$ cat src/rtl/dm_arb_pkg.sv
// rtl/dm_arb_pkg.sv - shared encodings for the data-memory arbiter
package dm_arb_pkg;

    localparam int CNT_W = 4;

    localparam logic [1:0] S_EX         = 2'd0;
    localparam logic [1:0] S_AUX_FORCED = 2'd1;
    localparam logic [1:0] S_AUX_BURST  = 2'd2;

    typedef enum logic [1:0] {
        OWN_NONE = 2'd0,
        OWN_EX   = 2'd1,
        OWN_AUX  = 2'd2
    } owner_e;

endpackage

$ cat src/rtl/dm_arb_rdreg.sv
// rtl/dm_arb_rdreg.sv - per-port read capture register with one-cycle valid pulse
module dm_arb_rdreg #(
    parameter int DATA_W = 32
) (
    input  logic              clk,
    input  logic              rst_n,
    input  logic              cap_i,
    input  logic [DATA_W-1:0] d_i,
    output logic [DATA_W-1:0] rdata_o,
    output logic              rvalid_o
);

    logic [DATA_W-1:0] rdata_q;
    logic              rvalid_q;

    always_ff @(posedge clk or negedge rst_n) begin
        if (!rst_n) begin
            rdata_q  <= '0;
            rvalid_q <= 1'b0;
        end else begin
            rvalid_q <= cap_i;
            if (cap_i) begin
                rdata_q <= d_i;
            end
        end
    end

    assign rdata_o  = rdata_q;
    assign rvalid_o = rvalid_q;

endmodule

$ cat src/rtl/dm_arbiter.sv
// rtl/dm_arbiter.sv - single-port data memory arbiter between EX (priority) and aux
module dm_arbiter
    import dm_arb_pkg::*;
#(
    parameter int ADDR_W     = 10,
    parameter int DATA_W     = 32,
    parameter int STARVE_MAX = 4,
    parameter int BURST_MAX  = 8
) (
    input  logic              CLK,
    input  logic              RESET,
    input  logic              ex_req,
    input  logic              ex_we,
    input  logic [ADDR_W-1:0] ex_addr,
    input  logic [DATA_W-1:0] ex_wdata,
    output logic              ex_stall,
    output logic [DATA_W-1:0] ex_rdata,
    output logic              ex_rvalid,
    input  logic              aux_req,
    input  logic              aux_we,
    input  logic              aux_lock,
    input  logic [ADDR_W-1:0] aux_addr,
    input  logic [DATA_W-1:0] aux_wdata,
    output logic              aux_gnt,
    output logic [DATA_W-1:0] aux_rdata,
    output logic              aux_rvalid,
    output logic              mem_we,
    output logic [ADDR_W-1:0] mem_addr,
    output logic [DATA_W-1:0] mem_wdata,
    input  logic [DATA_W-1:0] mem_q
);

    localparam logic [CNT_W-1:0] STARVE_LAST = CNT_W'(STARVE_MAX - 1);
    localparam logic [CNT_W-1:0] BURST_LAST  = CNT_W'(BURST_MAX - 1);

    logic [1:0]       state_q, state_d;
    logic [CNT_W-1:0] starve_q, starve_d;
    logic [CNT_W-1:0] burst_q, burst_d;
    owner_e           owner, owner_g;

    always_comb begin
        owner   = OWN_NONE;
        state_d = state_q;
        burst_d = '0;
        case (state_q)
            S_EX: begin
                if (ex_req) begin
                    owner = OWN_EX;
                end else if (aux_req) begin
                    owner = OWN_AUX;
                end
                if ((owner == OWN_AUX) && aux_lock) begin
                    state_d = S_AUX_BURST;
                end else if (ex_req && aux_req && (starve_q == STARVE_LAST)) begin
                    state_d = S_AUX_FORCED;
                end
            end
            S_AUX_FORCED: begin
                // A dropped aux request hands the slot straight back to EX.
                if (aux_req) begin
                    owner = OWN_AUX;
                end else if (ex_req) begin
                    owner = OWN_EX;
                end
                state_d = (aux_req && aux_lock) ? S_AUX_BURST : S_EX;
            end
            S_AUX_BURST: begin
                if (aux_req) begin
                    owner = OWN_AUX;
                end
                if (!aux_req || !aux_lock || (burst_q == BURST_LAST)) begin
                    state_d = S_EX;
                end else begin
                    burst_d = burst_q + 1'b1;
                end
            end
            default: begin
                state_d = S_EX;
            end
        endcase
    end

    // Only a denied-but-waiting aux in S_EX advances the counter; it saturates.
    always_comb begin
        starve_d = starve_q;
        if ((owner == OWN_AUX) || !aux_req || (state_q == S_AUX_FORCED)) begin
            starve_d = '0;
        end else if (ex_req && (starve_q != STARVE_LAST)) begin
            starve_d = starve_q + 1'b1;
        end
    end

    always_ff @(posedge CLK or negedge RESET) begin
        if (!RESET) begin
            state_q  <= S_EX;
            starve_q <= '0;
            burst_q  <= '0;
        end else begin
            state_q  <= state_d;
            starve_q <= starve_d;
            burst_q  <= burst_d;
        end
    end

    // Reset forces the memory side quiet without waiting for a clock edge.
    assign owner_g  = RESET ? owner : OWN_NONE;
    assign aux_gnt  = (owner_g == OWN_AUX);
    assign ex_stall = RESET && ex_req && (owner_g != OWN_EX);

    always_comb begin
        mem_we    = 1'b0;
        mem_addr  = '0;
        mem_wdata = '0;
        case (owner_g)
            OWN_EX: begin
                mem_we    = ex_req & ex_we;
                mem_addr  = ex_addr;
                mem_wdata = ex_wdata;
            end
            OWN_AUX: begin
                mem_we    = aux_req & aux_we;
                mem_addr  = aux_addr;
                mem_wdata = aux_wdata;
            end
            default: begin
            end
        endcase
    end

    dm_arb_rdreg #(.DATA_W(DATA_W)) u_ex_rd (
        .clk      (CLK),
        .rst_n    (RESET),
        .cap_i    ((owner_g == OWN_EX) && !ex_we),
        .d_i      (mem_q),
        .rdata_o  (ex_rdata),
        .rvalid_o (ex_rvalid)
    );

    dm_arb_rdreg #(.DATA_W(DATA_W)) u_aux_rd (
        .clk      (CLK),
        .rst_n    (RESET),
        .cap_i    ((owner_g == OWN_AUX) && !aux_we),
        .d_i      (mem_q),
        .rdata_o  (aux_rdata),
        .rvalid_o (aux_rvalid)
    );

endmodule

$ cat config.mk
export PLATFORM = sky130hd
export DESIGN_NAME = dm_arbiter
export DESIGN_NICKNAME = d
export VERILOG_FILES = /design/src/rtl/dm_arb_pkg.sv /design/src/rtl/dm_arb_rdreg.sv /design/src/rtl/dm_arbiter.sv
export SDC_FILE = /design/constraint.sdc
export NUM_CORES = 1
export LEC_CHECK = 0
export ABC_AREA = 1
export BUFFER_PORTS_ARGS = -buffer_cell sky130_fd_sc_hd__buf_2
export CAP_MARGIN = 5
export CELL_PAD_IN_SITES_DETAIL_PLACEMENT = 1
export CELL_PAD_IN_SITES_GLOBAL_PLACEMENT = 2
export CORE_MARGIN = 1
export CORE_UTILIZATION = 23
export DETAILED_ROUTE_END_ITERATION = 16
export GPL_ROUTABILITY_DRIVEN = 0
export GPL_TIMING_DRIVEN = 0
export HOLD_SLACK_MARGIN = 0.05
export PLACE_DENSITY_LB_ADDON = 0.1
export SLEW_MARGIN = 20
export SYNTH_ARGS = -nofsm -noshare
export SYNTH_HDL_FRONTEND = slang
export SYNTH_SLANG_ARGS = --single-unit
$ cat constraint.sdc
create_clock -name CLK -period 2.4 [get_ports CLK]
set_clock_uncertainty 0.1 [all_clocks]
set_input_delay 0.24 -clock CLK [delete_from_list [all_inputs] [get_ports CLK]]
set_output_delay 0.24 -clock CLK [all_outputs]
set_load 0.1 [all_outputs]
==> out/results.tsv, run 1 <==
metric	value	unit
status	finished, final reports clean	
die-width	133	um
routedWlPerCell	17.0	um
grt-ovfl-total	0	
drv_slew	0	
drc	0	
crit_fanout	5	
antenna_cells	0	
crit_family	buffers and inverters	
rsz0062_at_grt	true	
drtPass1Iterations	6	
worstHoldStart	mem_q[10]	
seq_area	1900	um^2
synth_cells	462	
fin_crit_sh	0.984	
fp-row-count	47	
io_buffers	233	
clkLatencyLatePin	0.33	ns
cp_slowest_cell	dfrtp_1	
avgSynthCellArea	8.56	um^2
p_leak	3.60	nW
end_kind	output port	
grt_antenna_before_repair	0	
synthesis.nets	590	
fillers	1896	
hold_class	in -> reg	
io_pins	234	
wl	16.3	mm
netlist_area	3960	um^2
seq_area_frac_synth	0.481	
vias	4164	
die_area	17700	um^2
htree_levels	3	
die_y	133	um
final_cell_mix	buf_2, nand2_1, dfrtp_1	
whs	0.0847	ns
vias_per_cell	4.35	
critPathLaunchType	flip-flop	
cts_tree	yes	
cts.sinks	76	
syn2layout_area_growth	91.3	%
final_common_cell	buf_2	
cp_slowest_stage_delay	0.41	ns
r2r_start	state_q[1]	
final_nets	861	
drive_gt1_frac	0.598	
tightest_slew	0.522	ns
arrival	2.02	ns
slew_headroom	0.655	
powerDensity	854	nW/um^2
drt_iter0_drc	93	
synth.distinct_cells	21	
cts.clk_slew.worst_paths	0.06	ns
finalHoldViolCount	0	
grt_pass1_vias	4516	
root_buffer	clkbuf_16	
multi_input_area	2290	um^2
track_usage	0.184	
drtAntennaViolNets	0	
core_area	16700	um^2
path_class	reg -> out	
critPathBufInv	5	
finalSetupViolations	0	
grt_pass1_wl	25.4	mm
place_worst_setup_slack	-0.818	ns
grt_max_degree	28	
tns	0	ns
clockBufferDepth	2	
dp_hpwl	11.8	mm
yosysWarnings	0	
fmax	423	MHz
maxCapViolations	0	
cts_buffers	9	
worstSetupStartpoint	state_q[1]	
worst_slack	0.0381	ns
required	2.06	ns
path_cells	inv_2, nand2_4, nand2_4, nand3_4, inv_4, ha_4, buf_12, buf_8, nand2_2, a21oi_4, buf_12	
irDropWorstVdd	0.488	mV
period_needed	2.36	ns
initial_core_util	0.237	
ys_seq_elements	76	
## worst reg2reg max path: stages (launching register included)
cell and delay, ns:
dfrtp_1 0.41, inv_2 0.11, nand2_4 0.07, nand2_4 0.07, nand3_4 0.09, ha_4 0.18, buf_12 0.14, buf_4 0.14
inv_4 0.06, nor2_8 0.04, inv_4 0.15, buf_6 0.18, nand2_1 0.09, o21ai_2 0.07
## synth_stat cells
| library cell | number | area share |
|---|---|---|
| dfrtp_1 | 76 | 0.48 |
| o21ai_1 | 2 | 0.0025 |
| nor2_1 | 13 | 0.012 |
| o21ai_0 | 1 | 0.0013 |
| nand4_1 | 2 | 0.0032 |
| nand2_1 | 166 | 0.16 |
| o21ai_2 | 63 | 0.14 |
| a21oi_1 | 45 | 0.057 |
| xor2_1 | 1 | 0.0022 |
| a31oi_1 | 1 | 0.0016 |
| inv_4 | 4 | 0.0063 |
| nor2_8 | 2 | 0.010 |
| ha_1 | 5 | 0.016 |
| nor3_1 | 1 | 0.0013 |
| nand3_1 | 9 | 0.011 |
| buf_6 | 13 | 0.037 |
| buf_2 | 10 | 0.013 |
| clkbuf_1 | 4 | 0.0038 |
| xnor2_1 | 1 | 0.0022 |
| buf_4 | 1 | 0.0019 |
| inv_1 | 42 | 0.040 |
## path summary, 6_finish.rpt
| check | endpoint | slack (ns) | cells past startpoint |
|---|---|---|---|
| worst max register to register | u_ex_rd.rdata_o[13] | 0.43 | 13 |
| max in group asynchronous | u_ex_rd.rvalid_o | 1.46 | 5 |
| worst max-delay path | mem_addr[5] | 0.04 | 11 |
| worst min-delay path | u_ex_rd.rdata_o[10] | 0.08 | 3 |
| min in group asynchronous | u_ex_rd.rdata_o[27] | 0.42 | 4 |
| worst min register to register | burst_q[0] | 0.36 | 1 |
## through the flow
step	instance area, um^2	utilization	power (W)	instances
final	7570	0.453	0.00646	958
after global routing	7570	0.453	0.00672	958
after CTS	7240	0.433	0.00647	950
after detailed placement	5940	0.356	0.00480	916
after global placement	5900	0.353	0.00476	915
after floorplan	4460	-	0.00420	462
## cell families after synthesis
logic type / share of synthesized area
AOI/OAI and AO/OA: 0.202
xor gates and xnor gates: 0.00443
adders and majority gates: 0.0158
buffers and inverters: 0.102
DFF: 0.481
and+or+nand+nor: 0.196
## cell type report
class / count / share of cell area
inverters: 46 / 0.0245
clock buffers: 11 / 0.0307
plain buffers: 26 / 0.0512
well taps: 220 / 0.0364
flip-flops and latches: 76 / 0.251
clock inverters: 5 / 0.0112
repair buffers: 262 / 0.291
multi-input cells: 312 / 0.303
## flip-flops by register name, indices dropped and copies added (netlist names)
register           count
u_aux_rd.rvalid_o      1
u_aux_rd.rdata_o      32
u_ex_rd.rvalid_o       1
starve_q               4
burst_q                4
state_q                2
u_ex_rd.rdata_o       32
## where the power goes
group          internal (W)  switching [W]
Sequential          0.00153       0.000127
Combinational      0.000692        0.00266
Clock              0.000917       0.000541
## repair_timing
item	CTS	global route
cloned	5	2
hold buffers	8	0
pin swaps	10	28
setup endpoints to repair	44	43
setup buffers	6	8
gates resized for setup	192	67
hold endpoints to repair	51	0
## layer usage
| layer | track usage | wire length [um] | vias up |
|---|---|---|---|
| met2 | 0.337 | 8640 | 155 |
| met4 | 0.0398 | 98 | 0 |
| met1 | 0.220 | 6540 | 1993 |
| met5 | 0 | 0 | - |
| met3 | 0.0396 | 1040 | 7 |
| li1 | - | - | 2009 |
Note: power is estimated with default switching activity, not from simulation.
==> run 2: changes to the inputs <==
CORE_MARGIN = unset   (was 1)
PLACE_DENSITY = 0.83   (was unset)
PLACE_DENSITY_LB_ADDON = unset   (was 0.1)
REMOVE_ABC_BUFFERS = 1   (was unset)
==> out/results.tsv, run 2 (synthesis results as in run 1) <==
metric	value	unit	change
powerDensity	874	nW/um^2	+2.3%
p_leak	3.56	nW	-1.1%
grt_antenna_before_repair	0		unchanged
multi_input_area	2340	um^2	+1.9%
swShare	0.535		+0.0197
core_area	16700	um^2	unchanged
status	finished with violations		
irDropWorstVdd	0.710	mV	+45%
finalPower	0.00644	W	-0.39%
wl	18.7	mm	+15%
slew_headroom	0.592		-0.0624
utilization	0.441		-0.0121
io_buffers	233		unchanged
tightest_slew	0.612	ns	+0.0900 ns
drtAntennaViolNets	0		unchanged
cts_tree	yes		
required	2.06	ns	about the same
p_clk_frac	0.223		-0.003
clkLatencyLatePin	0.34	ns	about the same
critPathLaunchType	flip-flop		
worst_slack	-0.163	ns	-0.201 ns
period_needed	2.56	ns	+0.201 ns
critPathBufInv	5		unchanged
cts.clk_slew.worst_paths	0.06	ns	about the same
cp_slowest_cell	dfrtp_1		
drc	0		unchanged
finalHoldViolCount	0		unchanged
dp_cells	890		-2.8%
die_y	133	um	unchanged
instances_no_fill	939		-2.0%
die-width	133	um	unchanged
final_nets	842		-2.2%
fmax	390	MHz	-7.8%
vias_per_cell	4.56		+4.9%
io_pins	234		unchanged
seq_area	1900	um^2	unchanged
fillers	1911		+0.79%
cts.sinks	76		unchanged
dp_hpwl	10.6	mm	-10%
crit_family	buffers and inverters		
fin_crit_sh	1.07		+0.0838
cp_slowest_stage_delay	0.41	ns	about the same
power.switching	0.00344	W	+3.4%
drt_iter0_drc	142		+53%
clockBufferDepth	2		unchanged
hold_class	in -> reg		
p_int	0.00300	W	-4.4%
routedWlPerCell	19.9	um	+17%
seqPwrFrac	0.258		+0.002
initial_core_util	0.237		unchanged
rsz0062_at_grt	true		
syn2layout_area_growth	86.2	%	
cts_buffers	9		unchanged
combPwrFrac	0.520		about the same
antenna_cells	0		unchanged
whs	0.0661	ns	-0.0185 ns
drive_gt1_frac	0.630		+0.0325
tns	-3.51	ns	-3.51 ns
die_area	17700	um^2	unchanged
arrival	2.22	ns	+0.20 ns
grt-ovfl-total	0		unchanged
maxCapViolations	0		unchanged
path_cells	buf_4, nand2_1, nand4_1, inv_2, ha_4, buf_6, clkbuf_16, nand2_1, a21oi_2, buf_12		
drtPass1Iterations	4		-2
path_class	reg -> out		
cp_common_cell	nand2_1		
final_cell_mix	buf_2, nand2_1, dfrtp_1		
grt_pass1_vias	4607		+2.0%
vias	4280		+2.8%
track_usage	0.186		+0.00156
drv_slew	0		unchanged
fp-row-count	47		unchanged
violations	negative setup slack		
grt_max_degree	65		+130%
htree_levels	3		unchanged
crit_fanout	6		+1
grt_pass1_wl	25.0	mm	-1.3%
root_buffer	clkbuf_16		
final_common_cell	buf_2		
end_kind	output port		
finalSetupViolations	41		+41
run 2: cell count changes in the layout (fill, tap and decap cells not counted), moves of 4 or more:
cell,change
nand2_2,+13
buf_6,-10
nand2_1,-24
a21oi_4,-12
a21oi_2,+12
nand2_4,+11
buf_12,-4
run 2: path summary, 6_finish.rpt:
check,start,endpoint,depth (start not counted),slack (ns)
max in group asynchronous,RESET,u_aux_rd.rdata_o[1],3,1.42
min,mem_q[10],u_ex_rd.rdata_o[10],3,0.07
max reg2reg,state_q[0],u_ex_rd.rdata_o[4],13,0.13
min reg2reg,u_aux_rd.rdata_o[11],u_aux_rd.rdata_o[11],2,0.38
min in group asynchronous,RESET,u_aux_rd.rdata_o[8],3,0.54
max,state_q[0],mem_wdata[29],10,-0.16
run 2: cell type report:
| cell class | instances | area share |
|---|---|---|
| Clock buffer | 9 | 0.0306 |
| Clock inverter | 7 | 0.0112 |
| Inverter | 46 | 0.0262 |
| Multi-Input combinational cell | 312 | 0.317 |
| Sequential cell | 76 | 0.258 |
| Tap cell | 220 | 0.0374 |
| Timing Repair Buffer | 269 | 0.319 |
run 2: timing repair:
item | CTS | global route
setup buffers | 13 | 7
pin swaps | 9 | 46
resized for setup | 213 | 132
cloned | 4 | 6
hold buffers | 4 | 0
setup endpoints to repair | 45 | 78
endpoints found under the hold margin | 34 | 0
run 2: per-stage QoR:
step | area (um^2) | setup WS [ns]
final | 7370 | -0.163
after global routing | 7370 | -0.234
after CTS | 6610 | -0.0470
after detailed placement | 5250 | -0.459
after global placement | 5180 | -2.31
after floorplan | 3740 | -1.81
run 2: layer usage:
metal | track usage | up-vias | part of all wire
met3 | 0.0590 | 53 | 0.080
met5 | 0 | - | 0
li1 | - | 1969 | -
met1 | 0.189 | 2035 | 0.35
met4 | 0.110 | 0 | 0.059
met2 | 0.332 | 223 | 0.51
run 2: tightest hold or removal path: stages:
cell and delay (ns):
buf_2 0.09, inv_1 0.07, o21ai_2 0.06
run 2: power groups by stage:
stage	Combinational (W)	Clock, W	Sequential (W)
floorplan	0.000616	0	0.00346
global placement	0.00294	0	0.00166
detailed placement	0.00299	0	0.00168
CTS	0.00319	0.00149	0.00166
global route	0.00345	0.00153	0.00169
finish	0.00335	0.00143	0.00166
==> run 3: changes to the inputs <==
ABC_AREA = unset   (was 1)
CORE_UTILIZATION = 25   (was 23)
PLACE_DENSITY = 0.84   (was 0.83)
==> out/results.tsv, run 3 <==
metric	value	unit	change
die_y	124	um	-7.2%
synth-edff-count	0		unchanged
final_common_cell	buf_2		
drive_gt1_frac	0.642		+0.0123
drtAntennaViolNets	0		unchanged
rsz0062_at_grt	true		
arrival	2.14	ns	-0.08 ns
worst_slack	-0.0770	ns	+0.0860 ns
drtPass1Iterations	4		unchanged
vias_per_cell	4.67		+2.5%
die-width	124	um	-7.2%
avgSynthCellArea	12.3	um^2	+44%
netlist_top_cells_count	dfrtp_1, nor2_1, a22oi_1		
dp_hpwl	9.09	mm	-14%
yosys.area.top_type	dfrtp_1		
drv_slew	0		unchanged
grt_pass1_wl	19.6	mm	-22%
cp_slowest_cell	dfrtp_2		
drc	0		unchanged
synthArstFlopShare	1.00		unchanged
maxCapViolations	0		unchanged
yosysTopAreaCellShare	0.515		+0.0345
placed_cell_area	5020	um^2	-4.4%
cts_buffers	9		unchanged
finalSetupViolations	39		-4.9%
clkLatencyLatePin	0.33	ns	about the same
hold_class	in -> reg		
final_area	6440	um^2	-13%
die_area	15300	um^2	-14%
powerDensity	1000	nW/um^2	+15%
tightest_slew	0.503	ns	-0.109 ns
cts_tree	yes		
io_buffers	233		unchanged
root_buffer	clkbuf_16		
grt_pass1_vias	3801		-17%
path_cells	nor3b_2, nor2_2, and3_4, ha_4, buf_12, a22oi_1, nor2_1, buf_6		
status	finished with violations		
crit_fanout	11		+5
netlist_area	3690	um^2	-6.7%
grt_max_degree	59		-9.2%
routedWlPerCell	18.0	um	-9.9%
grt-ovfl-total	0		unchanged
final_nets	699		-17%
core_area	14500	um^2	-13%
whs	0.0633	ns	-0.00283 ns
critPathLaunchType	flip-flop		
syn2layout_area_growth	74.4	%	
tns	-1.52	ns	+1.99 ns
synth.area.top_cells	dfrtp_1, mux2_4, mux2_2		
fmax	404	MHz	+3.5%
vias	3552		-17%
track_usage	0.171		-0.0146
io_pins	234		unchanged
finalHoldViolCount	0		unchanged
antenna_cells	0		unchanged
initial_core_util	0.255		+0.0180
htree_levels	3		unchanged
drt_iter0_drc	74		-48%
final_cell_mix	buf_2, dfrtp_1, nor2_1		
p_leak	3.06	nW	-14%
grt_antenna_before_repair	0		unchanged
seq_area_frac_synth	0.515		+0.0345
cts.sinks	76		unchanged
synth.distinct_cells	28		+33%
end_kind	output port		
synth_cells	299		-35%
cp_slowest_stage_delay	0.45	ns	+0.04 ns
violations	negative setup slack		
slew_headroom	0.665		+0.0725
fillers	1577		-17%
fp-row-count	44		-6.4%
fin_crit_sh	1.03		-0.0358
wl	13.7	mm	-27%
synth_most_common_cell	dfrtp_1		
period_needed	2.48	ns	-0.0860 ns
path_class	reg -> out		
clockBufferDepth	2		unchanged
cts.clk_slew.worst_paths	0.06	ns	about the same
yosysWarnings	0		unchanged
irDropWorstVdd	0.951	mV	+34%
ys_seq_elements	76		unchanged
required	2.06	ns	about the same
synthFlopType	dfrtp_1		
==> run 3: changes by cell type after synthesis, moves of 5 or more <==
| cell | before | now |
|---|---|---|
| nand2_1 | 166 | 4 |
| o21ai_2 | 63 | 0 |
| a22oi_1 | 0 | 42 |
| a21oi_1 | 45 | 4 |
| inv_1 | 42 | 4 |
| nor2_1 | 13 | 49 |
| mux2_2 | 0 | 35 |
| mux2_4 | 0 | 29 |
| clkbuf_1 | 4 | 12 |
| buf_2 | 10 | 4 |
| buf_6 | 13 | 8 |
| nand3_1 | 9 | 4 |
==> run 3: cells by family (layout without fill, tap and decap cells) <==
kind of cell               Yosys count  after routing  synth area share
and+or+nand+nor                     72             72            0.0908
xor gates and xnor gates             3              3           0.00712
adders and majority gates            5              5            0.0169
buffers and inverters               28            305            0.0461
AOI/OAI and AO/OA                   51             51            0.0990
DFF                                 76             76             0.515
muxes                               64             64             0.225
==> run 3: per-layer routing <==
layer	routed length [um]	track usage	up-vias	share of wire
met3	1330	0.0595	15	0.098
met5	0	0	-	0
met2	7070	0.314	172	0.52
li1	-	-	1610	-
met4	204	0.0587	0	0.015
met1	5040	0.180	1755	0.37
==> run 3: metrics by stage <==
| stage | instances | setup WS (ns) | utilization | total power (W) |
|---|---|---|---|---|
| floorplan | 275 | -1.83 | - | 0.00423 |
| global placement | 692 | -2.87 | 0.341 | 0.00476 |
| global route | 760 | -0.182 | 0.445 | 0.00668 |
| finish | 760 | -0.0770 | 0.445 | 0.00646 |
| detailed placement | 695 | -1.05 | 0.347 | 0.00481 |
| CTS | 750 | -0.0378 | 0.431 | 0.00648 |
==> run 3: worst paths after layout <==
check	from	end	slack [ns]	cells past startpoint
setup / recovery	state_q[1]	mem_wdata[23]	-0.08	8
max in group asynchronous	RESET	u_ex_rd.rdata_o[20]	1.07	4
hold / removal	mem_q[20]	u_ex_rd.rdata_o[20]	0.06	2
min in group asynchronous	RESET	u_ex_rd.rdata_o[11]	0.47	3
setup reg to reg	state_q[1]	u_ex_rd.rdata_o[28]	0.09	9
hold reg to reg	burst_q[0]	burst_q[0]	0.37	1
==> run 3: timing repair <==
item,in CTS,in global routing
buffers inserted,13,7
pin swaps,3,9
resized for setup,133,15
hold buffers,26,1
endpoints found under the hold margin,58,18
setup endpoints to repair,111,80
gates cloned,0,2
==> run 3: cell type report <==
type | instances | area [um^2] | share of cell area
Timing Repair Buffer | 285 | 2190 | 0.340
Sequential cell | 76 | 1900 | 0.296
Multi-Input combinational cell | 195 | 1770 | 0.275
Clock buffer | 11 | 243 | 0.0377
Tap cell | 184 | 230 | 0.0358
Clock inverter | 5 | 85.1 | 0.0132
Inverter | 4 | 15.0 | 0.00233
==> run 3: critical path, delay by kind of cell (launching register included) <==
kind | cells | cell delay [ns]
AND/OR/NAND/NOR | 4 | 0.60
flip-flops | 1 | 0.45
buffers and inverters | 2 | 0.34
AO/OA/AOI/OAI | 1 | 0.22
adder cells (fa/ha/maj) | 1 | 0.20
==> run 3: where the power goes <==
part / internal [W] / total (W) / switching, W
sequential: 0.00155 / 0.00170 / 0.000151
clock: 0.000943 / 0.00148 / 0.000537
combinational: 0.000693 / 0.00328 / 0.00259
total: 0.00318 / 0.00646 / 0.00327
